--- src/rtl/control_juego_if.sv ---
// control_juego_if: player buttons, obstacle events and game status between HEROE blocks
interface control_juego_if;
    logic       btn_power;
    logic       btn_start;
    logic       btn_pause;
    logic       btn_sel;
    logic       tick_obs;
    logic       colision;
    logic [2:0] presente;
    logic [1:0] W_or_L;
    logic [1:0] personaje;
    logic [6:0] score;
    modport master (
        output btn_power, btn_start, btn_pause, btn_sel, tick_obs, colision,
        input  presente, W_or_L, personaje, score
    );
    modport slave (
        input  btn_power, btn_start, btn_pause, btn_sel, tick_obs, colision,
        output presente, W_or_L, personaje, score
    );
endinterface

--- src/rtl/control_juego.sv ---
// control_juego: HEROE game sequencer driving state, win/lose flag, character and score
module control_juego #(
    parameter int unsigned WLCM_CYCLES = 27_000_000,
    parameter int unsigned WL_CYCLES   = 81_000_000,
    parameter logic [6:0]  WIN_TICKS   = 7'd60,
    parameter logic [2:0]  OFF         = 3'd0,
    parameter logic [2:0]  WLCM        = 3'd1,
    parameter logic [2:0]  CH          = 3'd2,
    parameter logic [2:0]  GAME        = 3'd3,
    parameter logic [2:0]  WL          = 3'd4,
    parameter logic [2:0]  PA          = 3'd5
) (
    input  logic           clk,
    input  logic           rst,
    control_juego_if.slave bus
);
    typedef enum logic [2:0] {
        S_OFF = OFF, S_WLCM = WLCM, S_CH = CH, S_GAME = GAME, S_WL = WL, S_PA = PA
    } state_t;

    state_t      r_state, w_state_n;
    logic [1:0]  r_wl, w_wl_n;
    logic [1:0]  r_pers, w_pers_n;
    logic [6:0]  r_score, w_score_n;
    logic [26:0] r_timer, w_timer_n;
    logic [3:0]  r_btn_q;
    logic        r_arm;
    logic [3:0]  w_btn, w_edge;
    logic [7:0]  w_inc;
    logic        w_pwr_e, w_start_e, w_pause_e, w_sel_e;
    logic        w_wlcm_done, w_wl_done;

    // r_arm masks the first clock after reset so a button held through reset never fires
    assign w_btn       = {bus.btn_power, bus.btn_start, bus.btn_pause, bus.btn_sel};
    assign w_edge      = w_btn & ~r_btn_q & {4{r_arm}};
    assign w_pwr_e     = w_edge[3];
    assign w_start_e   = w_edge[2];
    assign w_pause_e   = w_edge[1];
    assign w_sel_e     = w_edge[0];
    assign w_inc       = {1'b0, r_score} + 8'd1;
    assign w_wlcm_done = r_timer == 27'(WLCM_CYCLES - 1);
    assign w_wl_done   = r_timer == 27'(WL_CYCLES - 1);

    // next state and next values of every game register; power edge overrides all
    always_comb begin
        w_state_n = r_state;
        w_wl_n    = r_wl;
        w_pers_n  = r_pers;
        w_score_n = r_score;
        if (r_state != S_OFF && w_pwr_e) begin
            w_state_n = S_OFF;
            w_wl_n    = 2'b00;
            w_score_n = 7'd0;
        end else begin
            case (r_state)
                S_OFF:  w_state_n = w_pwr_e ? S_WLCM : S_OFF;
                S_WLCM: w_state_n = (w_start_e || w_wlcm_done) ? S_CH : S_WLCM;
                S_CH: begin
                    if (w_start_e) begin
                        w_state_n = S_GAME;
                        w_score_n = 7'd0;
                        w_wl_n    = 2'b00;
                    end else if (w_sel_e) begin
                        w_pers_n = r_pers + 2'd1;
                    end
                end
                S_GAME: begin
                    if (w_pause_e) begin
                        w_state_n = S_PA;
                    end else if (bus.tick_obs && bus.colision) begin
                        w_wl_n    = 2'b01;
                        w_state_n = S_WL;
                    end else if (bus.tick_obs) begin
                        w_score_n = (r_score == 7'd127) ? r_score : w_inc[6:0];
                        if (w_inc == {1'b0, WIN_TICKS}) begin
                            w_wl_n    = 2'b10;
                            w_state_n = S_WL;
                        end
                    end
                end
                S_PA:   w_state_n = w_pause_e ? S_GAME : S_PA;
                S_WL: begin
                    if (w_start_e || w_wl_done) begin
                        w_state_n = w_start_e ? S_CH : S_WLCM;
                        w_wl_n    = 2'b00;
                    end
                end
                default: w_state_n = S_OFF;
            endcase
        end
        w_timer_n = (w_state_n != r_state) ? 27'd0 :
                    (r_state == S_WLCM || r_state == S_WL) ? r_timer + 27'd1 : r_timer;
    end

    // state and outputs registers, plus button history for edge detection
    always_ff @(posedge clk or posedge rst) begin
        if (rst) begin
            r_state <= S_OFF;
            r_wl    <= 2'b00;
            r_pers  <= 2'd0;
            r_score <= 7'd0;
            r_timer <= 27'd0;
            r_btn_q <= 4'd0;
            r_arm   <= 1'b0;
        end else begin
            r_state <= w_state_n;
            r_wl    <= w_wl_n;
            r_pers  <= w_pers_n;
            r_score <= w_score_n;
            r_timer <= w_timer_n;
            r_btn_q <= w_btn;
            r_arm   <= 1'b1;
        end
    end

    assign bus.presente  = r_state;
    assign bus.W_or_L    = r_wl;
    assign bus.personaje = r_pers;
    assign bus.score     = r_score;
endmodule

--- src/flat_wrapper.sv ---
// flat-port wrapper written by rule: the top's interface ports become plain ports
module control_juego_flat 
#(
    parameter int unsigned WLCM_CYCLES = 27_000_000,
    parameter int unsigned WL_CYCLES   = 81_000_000,
    parameter logic [6:0]  WIN_TICKS   = 7'd60,
    parameter logic [2:0]  OFF         = 3'd0,
    parameter logic [2:0]  WLCM        = 3'd1,
    parameter logic [2:0]  CH          = 3'd2,
    parameter logic [2:0]  GAME        = 3'd3,
    parameter logic [2:0]  WL          = 3'd4,
    parameter logic [2:0]  PA          = 3'd5
)
  (clk, rst, bus_btn_power, bus_btn_start, bus_btn_pause, bus_btn_sel, bus_tick_obs, bus_colision, bus_presente, bus_W_or_L, bus_personaje, bus_score);
  control_juego_if bus_i ();
  input  logic clk;
  input  logic rst;
  input wire logic [$bits(bus_i.btn_power)-1:0] bus_btn_power;
  input wire logic [$bits(bus_i.btn_start)-1:0] bus_btn_start;
  input wire logic [$bits(bus_i.btn_pause)-1:0] bus_btn_pause;
  input wire logic [$bits(bus_i.btn_sel)-1:0] bus_btn_sel;
  input wire logic [$bits(bus_i.tick_obs)-1:0] bus_tick_obs;
  input wire logic [$bits(bus_i.colision)-1:0] bus_colision;
  output wire logic [$bits(bus_i.presente)-1:0] bus_presente;
  output wire logic [$bits(bus_i.W_or_L)-1:0] bus_W_or_L;
  output wire logic [$bits(bus_i.personaje)-1:0] bus_personaje;
  output wire logic [$bits(bus_i.score)-1:0] bus_score;
  assign bus_i.btn_power = bus_btn_power;
  assign bus_i.btn_start = bus_btn_start;
  assign bus_i.btn_pause = bus_btn_pause;
  assign bus_i.btn_sel = bus_btn_sel;
  assign bus_i.tick_obs = bus_tick_obs;
  assign bus_i.colision = bus_colision;
  assign bus_presente = bus_i.presente;
  assign bus_W_or_L = bus_i.W_or_L;
  assign bus_personaje = bus_i.personaje;
  assign bus_score = bus_i.score;
  control_juego #(.WLCM_CYCLES(WLCM_CYCLES), .WL_CYCLES(WL_CYCLES), .WIN_TICKS(WIN_TICKS), .OFF(OFF), .WLCM(WLCM), .CH(CH), .GAME(GAME), .WL(WL), .PA(PA)) u_core (.clk(clk), .rst(rst), .bus(bus_i));
endmodule
--- config.mk ---
export PLATFORM = sky130hd
export DESIGN_NAME = control_juego_flat
export DESIGN_NICKNAME = d
export VERILOG_FILES = /design/src/rtl/control_juego_if.sv /design/src/rtl/control_juego.sv /design/src/flat_wrapper.sv
export SDC_FILE = /design/constraint.sdc
export NUM_CORES = 1
export LEC_CHECK = 0
export CORE_AREA = 2 2 91 93
export DETAILED_ROUTE_END_ITERATION = 10
export DIE_AREA = 0 0 93 95
export PLACE_DENSITY = 0.54
export SLEW_MARGIN = 30
export SYNTH_ARGS = -nofsm -noshare
export SYNTH_HDL_FRONTEND = slang
export SYNTH_SLANG_ARGS = --single-unit
--- constraint.sdc ---
create_clock -name clk -period 2.55 [get_ports clk]
set_input_delay 0.51 -clock clk [delete_from_list [all_inputs] [get_ports clk]]
set_output_delay 0.51 -clock clk [all_outputs]
set_load 0.005 [all_outputs]
==> metrics.csv, run 1 <==
stage,metric,value,unit
worst_setup_path,cp_cell_sequence,"or4b_4, nor4_4, and4b_2, o221a_4, a2111oi_0",
logic_synthesis,synth_area_leaders,"dfrtp_1, a2111oi_0, xor2_1",
drt,avgViaCountPerCell,5.79,
cells_and_area,final_cell_mix,"dfrtp_1, buf_4, a2111oi_0",
cells_and_area,fillers,785,
clock_tree,cts_root_buffer,clkbuf_8,
worst_setup_path,critPathMaxFanout,27,
cells_and_area,regArea,1150,um^2
logic_synthesis,async_flop_share,1.00,
logic_synthesis,yosysWarnings,0,
clock_tree,cts.clk_slew.worst_paths,0.08,ns
logic_synthesis,synth-main-ff-cell,dfrtp_1,
placed_design,dpl-instance-area,3490,um^2
floorplan,rows,33,
cells_and_area,drive_gt1_frac,0.174,
drt,wl,7550,um
floorplan,die_area,8840,um^2
logic_synthesis,yosys_register_bits,46,
timing,drv_slew,0,
power,power,2.76,mW
timing,fmax,417,MHz
timing,setup_ws,0.155,ns
global_routing,grt_pass1_vias,2617,
clock_tree,clk_path_buf_depth,2,
timing,grt_setup_unrepaired,no,
logic_synthesis,yosysSeqAreaShare,0.376,
flow_run,cap_viol_max_count,0,
power,p_leak,1.36,nW
drt,firstDrtPassIters,4,
global_routing,grt_use_total,0.182,
worst_setup_path,crit_path_start,u_core.r_timer[21]$_DFFE_PP0P_,
timing,min_period,2.40,ns
logic_synthesis,yosysTopAreaCellShare,0.376,
floorplan,die_y,95,um
worst_setup_path,worstPathRequired,2.70,ns
min_path,hp-class,flip-flop to flip-flop,
floorplan,initial_utilization,0.386,
placed_design,port_buffers,21,
timing,setup_violations,0,
logic_synthesis,synth_area_leader_cell,dfrtp_1,
worst_setup_path,slowest_delay,0.56,ns
logic_synthesis,avgSynthCellArea,10.0,um^2
drt,initialDrtViolationCount,187,
cells_and_area,area.growth.synth_to_final,16.7,%
clock_tree,insertion_delay,0.29,ns
worst_setup_path,cp.arrival,2.55,ns
worst_setup_path,r2r_start,u_core.r_timer[21]$_DFFE_PP0P_,
global_routing,grt_overflow,0,
outcome,status,"finished, final reports clean",
power,peakVddDrop,0.417,mV
clock_tree,numCtsBuffers,5,
timing,hold_viol,0,
global_routing,grt_pass1_wl,12700,um
cells_and_area,final_common_cell,dfrtp_1,
clock_tree,clock-sinks,46,
timing,tightest_slew,0.593,ns
worst_setup_path,critical_path_class,flip-flop to flip-flop,
drt,final_antenna_net_count,0,
global_routing,antenna_found_initial,0,
logic_synthesis,netlist_area,3060,um^2
min_path,min_path_cells,1,
global_routing,grt_start_max_net_pins,47,
cells_and_area,final_nets,355,
clock_tree,cts_tree,done,
worst_setup_path,reg2reg_to,u_core.r_timer[23]$_DFFE_PP0P_,
logic_synthesis,synth_edf_count,0,
placed_design,gp_congestion,0.832,
placed_design,dp_hpwl,5240,um
worst_setup_path,ff2ff_path_depth,5,
clock_tree,cts_htree_levels,2,
clock_tree,holdBufCountCts,0,
floorplan,dieWidth,93,um
floorplan,io_pins,22,
worst_setup_path,reg2reg_slack,0.15,ns
logic_synthesis,synthesis.nets,315,
worst_setup_path,critPathLaunchType,flip-flop,
timing,fin_crit_sh,0.939,
timing,relSlewSlack,0.605,
logic_synthesis,synth_cell_types,75,
drt,vias,2607,
timing,fin_tns_setup,0,ns
cells_and_area,multi_input_comb_area,1710,um^2
logic_synthesis,synthCells,305,
drt,wl_per_cell,16.8,um
cells_and_area,fin_area,3570,um^2
floorplan,core,7930,um^2
placed_design,dpl_worst_slack,-0.117,ns
worst_setup_path,endpoint_kind,flip-flop,
timing,finClkSkew,0.00421,ns
drt,drc,0,
min_path,min_from,u_core.bus.personaje[1]$_DFFE_PP0P_,
power,power-per-cell-area,774,nW/um^2
min_path,hold_end,u_core.bus.personaje[1]$_DFFE_PP0P_,
cells_and_area,diodes,0,
worst_setup_path,slowest_stage,or4b_4,
==> area by class of cell <==
| class | instances | area share |
|---|---|---|
| clock buffer | 7 | 0.0214 |
| inverter | 9 | 0.00947 |
| multi-input combinational | 231 | 0.479 |
| sequential | 46 | 0.323 |
| tap | 105 | 0.0368 |
| timing repair buffer | 52 | 0.131 |
==> critical path, delay by kind of cell, from the launching register on <==
kind | cells | cell delay [ns]
AND/OR/NAND/NOR | 3 | 1.28
AO/OA/AOI/OAI | 2 | 0.56
flip-flops | 1 | 0.42
==> metal layers <==
layer,global-route usage,vias up,part of all wire
li1,-,1257,-
met1,0.230,1280,0.46
met5,0,-,0
met4,0.0331,0,0.012
met2,0.330,62,0.50
met3,0.0319,8,0.031
==> kinds of logic (layout without fill, tap and decap cells) <==
kind of cell / after synthesis / count (layout) / synth area share
xor gates and xnor gates: 29 / 29 / 0.0831
muxes: 4 / 4 / 0.0135
other: 1 / 1 / 0.00123
DFF: 46 / 46 / 0.376
adders and majority gates: 2 / 2 / 0.00818
buffers and inverters: 28 / 68 / 0.0659
AOI/OAI and AO/OA: 65 / 65 / 0.179
and+or+nand+nor: 130 / 130 / 0.273
==> metrics by stage <==
step,instances,util,hold WS [ns]
final,450,0.450,0.480
after floorplan,305,-,0.468
after global routing,450,0.450,0.528
after CTS,450,0.450,0.485
after global placement,443,0.440,0.470
after detailed placement,443,0.440,0.470
==> flip-flops by register name, summed over array words and instances, names as in the netlist <==
signal,flops
u_core.bus.W_or_L,2
u_core.bus.personaje,2
u_core.r_btn_q,4
u_core.bus.score,7
u_core.r_arm,1
u_core.r_timer,27
u_core.bus.presente,3
==> synth_stat cells, drive strengths merged (3+ instances only) <==
| cell type | count |
|---|---|
| a2111oi | 27 |
| a211oi | 4 |
| a21oi | 8 |
| a31oi | 3 |
| and2 | 4 |
| and3 | 5 |
| and3b | 3 |
| and4 | 4 |
| buf | 8 |
| clkbuf | 10 |
| dfrtp | 46 |
| inv | 8 |
| mux2i | 3 |
| nand2 | 20 |
| nand3 | 20 |
| nand3b | 3 |
| nand4 | 14 |
| nor2 | 16 |
| nor2b | 3 |
| nor3 | 9 |
| nor4 | 7 |
| nor4b | 3 |
| o21ai | 5 |
| or2 | 3 |
| xnor2 | 14 |
| xor2 | 15 |
==> power breakdown <==
part           leakage [nW]  switching [mW]  internal [mW]
Clock                0.0383           0.245          0.190
Combinational         0.695           0.844          0.580
Sequential            0.624           0.103          0.800
Total                  1.36            1.19           1.57
==> worst max path at each step <==
stage | cells past startpoint | end
finish | 5 | u_core.r_timer[23]$_DFFE_PP0P_
global route | 5 | u_core.r_timer[19]$_DFFE_PP0P_
CTS | 5 | u_core.r_timer[21]$_DFFE_PP0P_
detailed placement | 7 | u_core.r_timer[21]$_DFFE_PP0P_
global placement | 7 | u_core.r_timer[0]$_DFFE_PP0P_
floorplan | 6 | u_core.r_timer[0]$_DFFE_PP0P_
==> what timing repair did <==
item                       CTS  global route
setup buffers                0             0
setup endpoints to repair    0             2
hold endpoints to repair     0             0
resized for setup            0             2
(Power assumes the default switching activity.)
==> inputs of run 2 (changes only) <==
- CORE_AREA: 2 2 91 93 -> 2 2 103 105
- DIE_AREA: 0 0 93 95 -> 0 0 105 107
- PLACE_DENSITY: 0.54 -> 0.44
==> run 2 against run 1 <==
Compared with the run above:
- setup slack worse by 0.041 ns
- global-route usage shrank 3.1 points
- sequential power down 2%
- highest routed layer unchanged
==> metrics.csv, run 2 (same netlist as run 1, synthesis figures left out) <==
stage,metric,value,unit
min_path,min_path_cells,1,
worst_setup_path,cp.arrival,2.59,ns
global_routing,busiest_layer,met2,
worst_setup_path,cp_cell_sequence,"or4b_4, nor4_4, and4b_2, o221a_4, a2111oi_0",
worst_setup_path,cpLargestDelayFamily,simple AND/OR/NAND/NOR gates,
power,cellInternalPower,1.67,mW
clock_tree,clock-sinks,46,
cells_and_area,final_nets,354,
global_routing,grt_use_total,0.152,
timing,setup_violations,0,
timing,relSlewSlack,0.645,
cells_and_area,final_cell_mix,"dfrtp_1, buf_4, a2111oi_0",
cells_and_area,final_common_cell,dfrtp_1,
cells_and_area,area.growth.synth_to_final,19.1,%
clock_tree,ctsResizeCount,0,
power,clkPwrFrac,0.189,
clock_tree,holdBufCountCts,0,
worst_setup_path,reg2reg_slack,0.11,ns
clock_tree,cts.clk_slew.worst_paths,0.08,ns
global_routing,grt_pass1_wl,13700,um
clock_tree,post-cts-setup-buffer-count,0,
worst_setup_path,slowest_delay,0.55,ns
timing,fin_crit_sh,0.955,
clock_tree,cts_root_buffer,clkbuf_8,
floorplan,rows,37,
drt,initialDrtViolationCount,108,
global_routing,use_met1,0.196,
worst_setup_path,ff2ff_path_depth,5,
timing,drv_slew,0,
global_routing,grt_pass1_vias,2639,
timing,hold_viol,0,
drt,wl_per_cell,16.7,um
floorplan,io_pins,22,
worst_setup_path,critPathLaunchType,flip-flop,
flow_run,cap_viol_max_count,0,
floorplan,die_area,11200,um^2
timing,grt_setup_unrepaired,no,
cells_and_area,largest-register,u_core.r_timer,
clock_tree,numCtsBuffers,5,
floorplan,die_y,107,um
global_routing,grt_overflow,0,
placed_design,dpl.cell_count,473,
floorplan,initial_utilization,0.303,
cells_and_area,largest_reg_flops,27,
outcome,status,"finished, final reports clean",
clock_tree,clk_path_buf_depth,2,
drt,vias,2558,
drt,avgViaCountPerCell,5.32,
worst_setup_path,slowest_stage,or4b_4,
clock_tree,cts_htree_levels,2,
clock_tree,insertion_delay,0.30,ns
timing,finClkSkew,0.0105,ns
power,peakVddDrop,0.375,mV
drt,wl,8010,um
power,p_leak,1.38,nW
drt,drc,0,
placed_design,dp_hpwl,5610,um
timing,fmax,411,MHz
power,power,2.89,mW
worst_setup_path,worstPathRequired,2.70,ns
worst_setup_path,crit_buf_inv,0,
floorplan,dieWidth,105,um
global_routing,use_met3,0.0249,
clock_tree,cts_tree,done,
min_path,hp-class,flip-flop to flip-flop,
power,switching_power,1.22,mW
placed_design,port_buffers,21,
worst_setup_path,critPathMaxFanout,27,
worst_setup_path,cp_num_cells,5,
global_routing,use_met2,0.265,
global_routing,antenna_found_initial,0,
worst_setup_path,critical_path_class,flip-flop to flip-flop,
timing,min_period,2.44,ns
drt,firstDrtPassIters,4,
timing,tightest_slew,0.528,ns
drt,final_antenna_net_count,0,
power,seqPwrFrac,0.307,
global_routing,grt_start_max_net_pins,28,
cells_and_area,diodes,0,
power,power-per-cell-area,793,nW/um^2
power,p_sw_frac,0.424,
cells_and_area,drive_gt1_frac,0.180,
floorplan,core,10100,um^2
timing,whs,0.476,ns
worst_setup_path,endpoint_kind,flip-flop,
power,pwr-share-comb,0.504,
cells_and_area,final_cells,481,
placed_design,gp_congestion,0.809,
run 2: changes by cell type in the layout (fill, tap and decap cells not counted):
cell,delta
a2111oi_0,+2
a2111oi_1,-2
buf_4,-2
clkbuf_1,-2
clkinv_2,+2
buf_12,+1
bufinv_16,+1
run 2: power by group through the flow:
stage	combinational [mW]	sequential (mW)	clock (mW)
floorplan	1.05	0.869	0
global placement	1.48	0.901	0
detailed placement	1.46	0.902	0
CTS	1.46	0.889	0.573
global route	1.60	0.901	0.601
finish	1.46	0.887	0.546
run 2: path summary, 6_finish.rpt:
check | startpoint | end
worst max-delay path | u_core.r_timer[21]$_DFFE_PP0P_ | u_core.r_timer[19]$_DFFE_PP0P_
worst min-delay path | u_core.bus.personaje[1]$_DFFE_PP0P_ | u_core.bus.personaje[1]$_DFFE_PP0P_
worst max register to register | u_core.r_timer[21]$_DFFE_PP0P_ | u_core.r_timer[19]$_DFFE_PP0P_
worst min register to register | u_core.bus.personaje[1]$_DFFE_PP0P_ | u_core.bus.personaje[1]$_DFFE_PP0P_
max in group asynchronous | rst | u_core.r_timer[6]$_DFFE_PP0P_
min in group asynchronous | rst | u_core.r_timer[2]$_DFFE_PP0P_
run 2: worst register-to-register path, cell delays in order, from the launching register on:
cell and delay (ns):
dfrtp_1 0.40, or4b_4 0.55, nor4_4 0.41, and4b_2 0.33
o221a_4 0.41, a2111oi_0 0.19
run 2: per-stage QoR:
step                TNS [ns]  setup slack [ns]  cell area, um^2   util
floorplan                  0             0.327             3060      -
global placement     -0.0483           -0.0217             3530  0.350
detailed placement    -0.909           -0.0955             3530  0.350
CTS                        0            0.0777             3640  0.361
global route               0            0.0141             3640  0.361
finish                     0             0.114             3640  0.361
run 2: cell type report:
type	count	area (um^2)
Clock buffer	5	68.8
Clock inverter	3	40.0
Fill cell	1067	6450
Inverter	9	33.8
Multi-Input combinational cell	231	1710
Sequential cell	46	1150
Tap cell	136	170
Timing Repair Buffer	51	473
run 2: per-layer routing:
metal,vias up,routed length [um]
met5,-,0
met4,0,99
met3,8,198
met2,43,3910
met1,1246,3800
li1,1261,-
==> inputs of run 3 (changes only) <==
- CTS_CLUSTER_SIZE: unset -> 20
==> results of run 3 <==
No change in the layout: final DEF, timing and power equal those of run 2.
